**config.mk**
```make
export PLATFORM = sky130hd
export DESIGN_NAME = dispatch_scheduler
export DESIGN_NICKNAME = d
export VERILOG_FILES = /design/src/rtl/dispatch_scheduler_pkg.sv /design/src/rtl/dispatch_scheduler_register_scoreboard.sv /design/src/rtl/dispatch_scheduler.sv
export SDC_FILE = /design/constraint.sdc
export NUM_CORES = 1
export LEC_CHECK = 0
export ABC_CLOCK_PERIOD_IN_PS = 11000
export BUFFER_PORTS_ARGS = -buffer_cell sky130_fd_sc_hd__buf_2
export CAP_MARGIN = 20
export CORE_UTILIZATION = 40
export CTS_CLUSTER_SIZE = 24
export DETAILED_ROUTE_END_ITERATION = 8
export PLACE_DENSITY = 0.66
export SLEW_MARGIN = 20
export SYNTH_ARGS = -nofsm -noshare
export SYNTH_HDL_FRONTEND = slang
export SYNTH_SLANG_ARGS = --single-unit
```
**constraint.sdc**
```tcl
create_clock -name clk -period 11 [get_ports clk]
set_clock_uncertainty 0.1 [all_clocks]
set_input_delay 2.2 -clock clk [delete_from_list [all_inputs] [get_ports clk]]
set_output_delay 2.2 -clock clk [all_outputs]
set_load 0.01 [all_outputs]
```
**src/rtl/dispatch_scheduler_pkg.sv**
```systemverilog
// dispatch_scheduler_pkg
// Shared types and constants for the dispatch stage: register index width,
// scoreboard size, execution-pipe select bits, the decode-to-dispatch payload
// and the dispatch FSM state encoding.
package dispatch_scheduler_pkg;

    localparam int REG_WIDTH = 5;
    localparam int NUM_REGS  = 32;

    // Bit positions inside ctrl.exe_pipe; exactly one is set for a real
    // instruction, none for a bubble.
    localparam int EXE_PIPE_ALU_BIT = 0;
    localparam int EXE_PIPE_LSU_BIT = 1;

    typedef enum logic {
        DS_READY       = 1'b0,
        DS_BRANCH_WAIT = 1'b1
    } ds_state_e;

    typedef struct packed {
        logic [1:0] exe_pipe;
        logic       register_write;
        logic       branch;
        logic       jal;
        logic       jalr;
        logic       mem_read;
        logic       mem_write;
        logic [3:0] alu_op;
    } ctrl_t;

    typedef struct packed {
        ctrl_t                ctrl;
        logic [REG_WIDTH-1:0] rd;
        logic [REG_WIDTH-1:0] a1;
        logic [REG_WIDTH-1:0] a2;
        logic [31:0]          imm;
        logic [31:0]          pc;
    } id_dispatcher_inf_t;

    // Any instruction that redirects fetch and must resolve before the next
    // instruction is allowed to issue.
    function automatic logic is_ctrl_transfer(input ctrl_t c);
        return c.branch | c.jal | c.jalr;
    endfunction

endpackage

```
**src/rtl/dispatch_scheduler_register_scoreboard.sv**
```systemverilog
// register_scoreboard
// One busy bit per architectural register. Two writeback clear ports, one
// issue set port (set wins over clear on the same index), three read ports
// for the operands and destination of the instruction at dispatch.
// Ports:
//   clk, rst                 clock, async active-high reset
//   clr_a_valid/clr_a_idx    first clear port (ALU writeback)
//   clr_b_valid/clr_b_idx    second clear port (LSU writeback)
//   set_valid/set_idx        set port (issue of a register-writing instr)
//   rd_a1_idx/busy_a1        read port for source 1
//   rd_a2_idx/busy_a2        read port for source 2
//   rd_rd_idx/busy_rd        read port for the destination
//   busy                     full scoreboard vector
module register_scoreboard
    import dispatch_scheduler_pkg::*;
#(
    parameter int NUM_REGS = dispatch_scheduler_pkg::NUM_REGS
) (
    input  logic                 clk,
    input  logic                 rst,
    input  logic                 clr_a_valid,
    input  logic [REG_WIDTH-1:0] clr_a_idx,
    input  logic                 clr_b_valid,
    input  logic [REG_WIDTH-1:0] clr_b_idx,
    input  logic                 set_valid,
    input  logic [REG_WIDTH-1:0] set_idx,
    input  logic [REG_WIDTH-1:0] rd_a1_idx,
    input  logic [REG_WIDTH-1:0] rd_a2_idx,
    input  logic [REG_WIDTH-1:0] rd_rd_idx,
    output logic                 busy_a1,
    output logic                 busy_a2,
    output logic                 busy_rd,
    output logic [NUM_REGS-1:0]  busy
);

    logic [NUM_REGS-1:0] busy_q;
    logic [NUM_REGS-1:0] busy_d;

    // Clears first, then the set, so an issue writing the same register
    // that is being written back this cycle keeps the register busy.
    always_comb begin
        busy_d = busy_q;
        if (clr_a_valid) busy_d[clr_a_idx] = 1'b0;
        if (clr_b_valid) busy_d[clr_b_idx] = 1'b0;
        if (set_valid)   busy_d[set_idx]   = 1'b1;
        busy_d[0] = 1'b0;  // x0 is never busy
    end

    always_ff @(posedge clk or posedge rst) begin
        if (rst) begin
            busy_q <= '0;
        end else begin
            busy_q <= busy_d;
        end
    end

    // Registered state only: a writeback is visible to dispatch next cycle.
    assign busy_a1 = busy_q[rd_a1_idx];
    assign busy_a2 = busy_q[rd_a2_idx];
    assign busy_rd = busy_q[rd_rd_idx];
    assign busy    = busy_q;

endmodule

```
**src/rtl/dispatch_scheduler.sv**
```systemverilog
// dispatch_scheduler
// Issues decoded instructions to the ALU or LSU pipe through one registered
// slot per pipe. Holds decode (dispatch_stall) on RAW/WAW hazards, a full
// target slot, or while a control transfer is unresolved.
// Ports:
//   clk, rst                     clock, async active-high reset
//   flush                        core redirect, suppresses issue this cycle
//   id_dispatcher_inf            decoded instruction (bubble if exe_pipe==0)
//   dispatch_stall               instruction present but not issued
//   alu_dispatch_valid/ready/inf ALU slot handshake and payload
//   lsu_dispatch_valid/ready/inf LSU slot handshake and payload
//   alu_wb_valid/alu_wb_rd       ALU writeback, clears busy bit
//   lsu_wb_valid/lsu_wb_rd       LSU writeback, clears busy bit
//   branch_resolved              control transfer completed in the ALU
//   busy_regs                    scoreboard vector
// Handshake: a slot transfers on a cycle where valid & ready are both high.
// While ready is low, valid stays high and the payload is held unchanged.
// A slot may be reloaded in the same cycle it is consumed.
module dispatch_scheduler
    import dispatch_scheduler_pkg::*;
#(
    parameter int NUM_REGS = dispatch_scheduler_pkg::NUM_REGS
) (
    input  logic                 clk,
    input  logic                 rst,
    input  logic                 flush,
    input  id_dispatcher_inf_t   id_dispatcher_inf,
    output logic                 dispatch_stall,
    output logic                 alu_dispatch_valid,
    input  logic                 alu_dispatch_ready,
    output id_dispatcher_inf_t   alu_dispatch_inf,
    output logic                 lsu_dispatch_valid,
    input  logic                 lsu_dispatch_ready,
    output id_dispatcher_inf_t   lsu_dispatch_inf,
    input  logic                 alu_wb_valid,
    input  logic [REG_WIDTH-1:0] alu_wb_rd,
    input  logic                 lsu_wb_valid,
    input  logic [REG_WIDTH-1:0] lsu_wb_rd,
    input  logic                 branch_resolved,
    output logic [NUM_REGS-1:0]  busy_regs
);

    ds_state_e          state_q;
    logic               alu_valid_q;
    logic               lsu_valid_q;
    id_dispatcher_inf_t alu_inf_q;
    id_dispatcher_inf_t lsu_inf_q;

    logic iv;
    logic to_alu;
    logic to_lsu;
    logic alu_can_accept;
    logic lsu_can_accept;
    logic busy_a1;
    logic busy_a2;
    logic busy_rd;
    logic hazard;
    logic issue;
    logic issue_alu;
    logic issue_lsu;
    logic set_valid;

    assign iv     = |id_dispatcher_inf.ctrl.exe_pipe;
    assign to_alu = id_dispatcher_inf.ctrl.exe_pipe[EXE_PIPE_ALU_BIT];
    assign to_lsu = id_dispatcher_inf.ctrl.exe_pipe[EXE_PIPE_LSU_BIT];

    assign alu_can_accept = !alu_valid_q | alu_dispatch_ready;
    assign lsu_can_accept = !lsu_valid_q | lsu_dispatch_ready;

    // WAW only matters when the instruction actually writes rd.
    assign hazard = busy_a1 | busy_a2 | (id_dispatcher_inf.ctrl.register_write & busy_rd);

    assign issue = iv & !flush & (state_q == DS_READY) & !hazard &
                   ((to_alu & alu_can_accept) | (to_lsu & lsu_can_accept));
    assign issue_alu = issue & to_alu;
    assign issue_lsu = issue & to_lsu;

    assign dispatch_stall = iv & !issue;

    assign set_valid = issue & id_dispatcher_inf.ctrl.register_write &
                       (id_dispatcher_inf.rd != '0);

    register_scoreboard #(
        .NUM_REGS (NUM_REGS)
    ) u_scoreboard (
        .clk         (clk),
        .rst         (rst),
        .clr_a_valid (alu_wb_valid),
        .clr_a_idx   (alu_wb_rd),
        .clr_b_valid (lsu_wb_valid),
        .clr_b_idx   (lsu_wb_rd),
        .set_valid   (set_valid),
        .set_idx     (id_dispatcher_inf.rd),
        .rd_a1_idx   (id_dispatcher_inf.a1),
        .rd_a2_idx   (id_dispatcher_inf.a2),
        .rd_rd_idx   (id_dispatcher_inf.rd),
        .busy_a1     (busy_a1),
        .busy_a2     (busy_a2),
        .busy_rd     (busy_rd),
        .busy        (busy_regs)
    );

    // Slots: a new issue takes priority over the drain, which gives the
    // back-to-back handoff when the old entry is consumed the same cycle.
    always_ff @(posedge clk or posedge rst) begin
        if (rst) begin
            alu_valid_q <= 1'b0;
            alu_inf_q   <= '0;
            lsu_valid_q <= 1'b0;
            lsu_inf_q   <= '0;
        end else begin
            if (issue_alu) begin
                alu_valid_q <= 1'b1;
                alu_inf_q   <= id_dispatcher_inf;
            end else if (alu_dispatch_ready) begin
                alu_valid_q <= 1'b0;
            end
            if (issue_lsu) begin
                lsu_valid_q <= 1'b1;
                lsu_inf_q   <= id_dispatcher_inf;
            end else if (lsu_dispatch_ready) begin
                lsu_valid_q <= 1'b0;
            end
        end
    end

    // Control-transfer gate. Flush only redirects fetch; it never drops
    // slot contents or scoreboard bits, since those are older work.
    always_ff @(posedge clk or posedge rst) begin
        if (rst) begin
            state_q <= DS_READY;
        end else begin
            case (state_q)
                DS_READY: begin
                    if (issue && is_ctrl_transfer(id_dispatcher_inf.ctrl)) begin
                        state_q <= DS_BRANCH_WAIT;
                    end
                end
                DS_BRANCH_WAIT: begin
                    if (branch_resolved || flush) begin
                        state_q <= DS_READY;
                    end
                end
                default: state_q <= DS_READY;
            endcase
        end
    end

    assign alu_dispatch_valid = alu_valid_q;
    assign alu_dispatch_inf   = alu_inf_q;
    assign lsu_dispatch_valid = lsu_valid_q;
    assign lsu_dispatch_inf   = lsu_inf_q;

endmodule

```
* Yosys cells after proc, flatten, opt, wreduce, memory -nomap -nowiden
Index checks and enable logic that the tools add are counted.
Storage, ports and cells: input bits 109, bits in registers 216, logic and storage cells 99, output and inout port bits 217
Cells by class: $lt $le $gt $ge 8, multiplexer cells 22, bitwise gates (word level) 25, reduce and logical (&&, ||, !) cells 14
Operators with widths (count):
- $mux 32 | 3
- $and 32x32->32 | 2
- $not 32->32 | 2
- $or 32x32->32 | 1
- $lt 5x6->1 const B | 5
- $bmux 1 s5 | 3
- $demux 1 s5 | 3
- $ge 5x1->1 const B | 3
- $and 1x1->1 | 12
- $mux 1 | 12
- $or 1x1->1 | 7
- $logic_not 1->1 | 5
- $reduce_bool 5->1 | 1
- $logic_and 1x1->1 | 4
- $reduce_bool 2->1 | 2
- $pmux 1 s2 | 1
- $reduce_or 2->1 | 1
- $logic_or 1x1->1 | 1
- $not 1->1 | 1

* Longest topological paths before layout
word-level depth 11, gate-level depth with buffers 10, mapped depth without buffers 7

* Cells and area by module
Synthesis repeated with hierarchy kept, for this count alone.
Second synthesis, totals: cell total of the unflattened synthesis 696, area, all modules 10227.3 um^2
By module, submodules not included:
- dispatch_scheduler | times used 1, area each 7629.8 um^2, sequential area each 4629.4 um^2, cells each 416
- register_scoreboard | times used 1, area each 2597.5 um^2, sequential area each 775.7 um^2, cells each 280

* Worst setup path after synthesis
Ideal clock, no wire load.
path kind input -> output, start input port id_dispatcher_inf[70] (netlist name), end output port dispatch_stall, cell stages on the path 9, arrival 3.822 ns, setup slack 4.878 ns, path buffers 2, required time 8.700 ns, cells stage by stage buf_2 -> buf_2 -> mux2i_1 -> and3_1 -> a2111oi_0 -> a31oi_1 -> nand3b_2 -> nor2_1 -> a21oi_1
On the way: word-level cells in the longest chain between the ends 9
RTL lines:
- start: declaration | RTL line dispatch_scheduler.sv:27 | input id_dispatcher_inf_t id_dispatcher_inf,
- $bmux 1 s5 | RTL line dispatch_scheduler_register_scoreboard.sv:58 | assign busy_a1 = busy_q[rd_a1_idx];
- $mux 1 (not written as such) | RTL line dispatch_scheduler_register_scoreboard.sv:58
- $or 1x1->1 (2 in series) | RTL line dispatch_scheduler.sv:71 | assign hazard = busy_a1 | busy_a2 | (id_dispatcher_inf.ctrl.register_write & busy_rd);
- $logic_not 1->1 | RTL line dispatch_scheduler.sv:73 | assign issue = iv & !flush & (state_q == DS_READY) & !hazard &
- $and 1x1->1 (2 in series) | RTL line dispatch_scheduler.sv:73
- $logic_not 1->1 | RTL line dispatch_scheduler.sv:78 | assign dispatch_stall = iv & !issue;
- $and 1x1->1 | RTL line dispatch_scheduler.sv:78
- end: declaration | RTL line dispatch_scheduler.sv:28 | output logic dispatch_stall,
No other way between the ends. The select of a mux whose other input is x is not followed.

* Final worst setup path
start input port id_dispatcher_inf[78] (netlist name), end output port dispatch_stall
On the way: word-level cells in the longest chain between the ends 9
RTL lines:
- $bmux 1 s5 | RTL line dispatch_scheduler_register_scoreboard.sv:60 | assign busy_rd = busy_q[rd_rd_idx];
- $mux 1 (not written as such) | RTL line dispatch_scheduler_register_scoreboard.sv:60
- $and 1x1->1 | RTL line dispatch_scheduler.sv:71
- $or 1x1->1 | RTL line dispatch_scheduler.sv:71
- $logic_not 1->1 | RTL line dispatch_scheduler.sv:73
- $and 1x1->1 (2 in series) | RTL line dispatch_scheduler.sv:73
- $logic_not 1->1 | RTL line dispatch_scheduler.sv:78
- $and 1x1->1 | RTL line dispatch_scheduler.sv:78
No other way between the ends. The select of a mux whose other input is x is not followed.

==> reports/results.ini <==
[outcome]
outcome = complete, no violations

[drt]
drc = 0
vias = 7167
drt-initial-drc-count = 479
wl_um = 27300
antenna_left = 0
firstDrtPassIters = 5
wl_per_cell_um = 20.0
viasPerCell = 5.25

[floorplanning]
rows = 56
die-height_um = 157
die_w_um = 157
io_pins = 326
dieArea_sq_mm = 0.0247
start_util_pct = 40.8
core_area_sq_mm = 0.0235

[place]
port_buffers = 324
place_congestion = 0.896
hpwlAfterDp_um = 19500
place_inst = 1323

[global_route]
grt_antenna_before_repair = 0
grt_overflow = 0
grt_pass1_wl_um = 40500
grt_max_degree = 137
first_global_vias = 6915
grt_usage_pct = 21.4

[sta]
clock.fmax_mhz = 147
maxSlewHeadroom_pct = 29.4
setup_tns_ns = 0
post-route-period-util_pct = 61.8
finalHoldViolations = 0
rsz0062_at_grt = no
fin_crit_ns = 6.80
slew_violations = 0
setup_viol = 0
hold_ws_ns = 0.369
tightestPinTransition_ns = 1.06

[layout]
diodes = 0
drive_above_1_share_pct = 48.0
final_nets = 1139
layout_common_cells = buf_2 (324), dfrtp_1 (216), mux2_2 (113)
finalNonFillerCells = 1365
areaGrowthSynthToFinish_pct = 26.7
final_common_cell = buf_2
fillers = 2117
utilization_pct = 51.7

[synthesis]
synth_ff_type = dfrtp_1
ys_seq_area_share_pct = 56.2
synthCells = 716
syn_avg_cell_area_sq_um = 13.4
async_flop_share_pct = 100
synth_nets = 825
ys_seq_elements = 216
synth.distinct_cells = 44
netlist_area_sq_mm = 0.00961
yosys_warnings = 0
synth_edf_count = 0

[flow_run]
drv_cap = 0

[clocking]
clock_path_buffers = 3
cts_inserted_buffers = 24
cts_tree = built
cts_resized = 0
cts.sinks = 216
hold_buffers = 0
cts-root-buf = clkbuf_16
clk_latency_ns = 0.52
post_cts_buffers = 0
htreeDepth = 1
clk_pin_slew_worst_paths_ns = 0.05

[critical_path]
crit_path_end_kind = output pin
cp.required_ns = 8.70
cp.arrival_ns = 4.50
critPathMaxFanout = 14
critical_path_class = in -> out
worstSetupStartpointType = input pin

[pwr]
peakVddDrop_mv = 0.142
leakage_nw = 5.70
power_density_mw_per_mm2 = 230
totalPowerFinal_mw = 2.81

[worst_hold_path]
worstHoldPathType = reg -> reg

-- cells in the mapped netlist, types with 2 or more instances --
| master | number | area [sq um] |
|---|---|---|
| mux2_1 | 72 | 811 |
| a22oi_1 | 33 | 248 |
| clkbuf_1 | 12 | 45.0 |
| mux2_2 | 113 | 1270 |
| and3_1 | 6 | 37.5 |
| nor3_4 | 2 | 32.5 |
| buf_4 | 3 | 22.5 |
| a2111oi_0 | 2 | 17.5 |
| inv_1 | 6 | 22.5 |
| dfrtp_1 | 216 | 5410 |
| mux4_2 | 13 | 293 |
| buf_6 | 19 | 214 |
| a211oi_1 | 2 | 15.0 |
| nand2_1 | 74 | 278 |
| or3_1 | 2 | 12.5 |
| nor3b_1 | 10 | 75.1 |
| nand2b_1 | 8 | 50.1 |
| nor3_1 | 5 | 25.0 |
| buf_2 | 5 | 25.0 |
| o21ai_0 | 32 | 160 |
| nand3_1 | 3 | 15.0 |
| and2_1 | 2 | 12.5 |
| or2_2 | 2 | 12.5 |
| and3b_1 | 7 | 61.3 |
| a22o_1 | 2 | 17.5 |
| a31oi_1 | 3 | 18.8 |
| nor4b_1 | 2 | 17.5 |
| mux2i_1 | 13 | 130 |
| o22ai_1 | 3 | 18.8 |
| nor2b_1 | 3 | 18.8 |
| o31ai_1 | 5 | 37.5 |
| a21oi_1 | 5 | 25.0 |
| nor2_1 | 20 | 75.1 |
-- state kept, by name, indices dropped and copies added (netlist names) --
register	count
lsu_dispatch_valid	1
alu_dispatch_inf	91
alu_dispatch_valid	1
lsu_dispatch_inf	91
state_q	1
u_scoreboard.busy	31
-- metal layers --
metal	share of wire [%]	GRT usage (%)	up-vias	wire length (um)
li1	-	-	3233	-
met1	41	28.0	3523	11100
met2	47	34.2	349	12800
met3	9.4	5.64	62	2550
met4	3.2	7.86	0	861
met5	0	0	-	0
-- kinds of logic (layout without fill, tap and decap cells) --
group	Yosys count	after routing	synth area share (%)
AOI/OAI and AO/OA	94	94	6.48
buffers and inverters	46	376	3.46
DFF	216	216	56.2
muxes	211	211	26.1
other	1	1	0.0390
and+or+nand+nor	148	148	7.73
-- path summary, 6_finish.rpt --
check                                                 startpoint                               end  slack [ns]  cells past startpoint
worst max-delay path                       id_dispatcher_inf[78]                    dispatch_stall        4.20                      9
worst min-delay path            lsu_dispatch_inf[90]$_DFFE_PP0P_  lsu_dispatch_inf[90]$_DFFE_PP0P_        0.37                      1
worst max register to register   u_scoreboard.busy[10]$_DFF_PP0_  lsu_dispatch_inf[83]$_DFFE_PP0P_        6.82                      8
worst min register to register  lsu_dispatch_inf[90]$_DFFE_PP0P_  lsu_dispatch_inf[90]$_DFFE_PP0P_        0.37                      1
max in group asynchronous                                    rst  alu_dispatch_inf[40]$_DFFE_PP0P_        7.69                      3
min in group asynchronous                                    rst  lsu_dispatch_inf[57]$_DFFE_PP0P_        1.80                      2
-- metrics by stage --
step | instance area (sq um) | setup slack (ns)
3_5_place_dp | 11400 | 4.28
2_1_floorplan | 9610 | 2.79
4_1_cts | 12200 | 4.27
5_1_grt | 12200 | 3.99
3_3_place_gp | 11400 | 4.30
6_report | 12200 | 4.20
-- power by group --
| group | switching (mW) | internal (mW) | total [mW] |
|---|---|---|---|
| Sequential | 0.141 | 1.06 | 1.20 |
| Combinational | 0.409 | 0.387 | 0.796 |
| Clock | 0.318 | 0.493 | 0.811 |
| Total | 0.869 | 1.94 | 2.81 |
-- critical path, stage by stage --
cell,delay [ns]
buf_2,0.24
inv_1,0.13
nor3_1,0.49
a22o_1,0.25
a211oi_1,0.07
a21boi_1,0.56
nor2_1,0.12
a21oi_1,0.25
buf_2,0.19
-- cell type report --
cell class / count / area [sq um] / share of cell area, %
Inverter: 6 / 30.0 / 0.247
Timing Repair Buffer: 328 / 1660 / 13.6
Clock inverter: 9 / 110 / 0.904
Tap cell: 319 / 399 / 3.28
Clock buffer: 33 / 704 / 5.78
Sequential cell: 216 / 5410 / 44.4
Multi-Input combinational cell: 454 / 3880 / 31.8
Power figures use the tool's default switching activity.
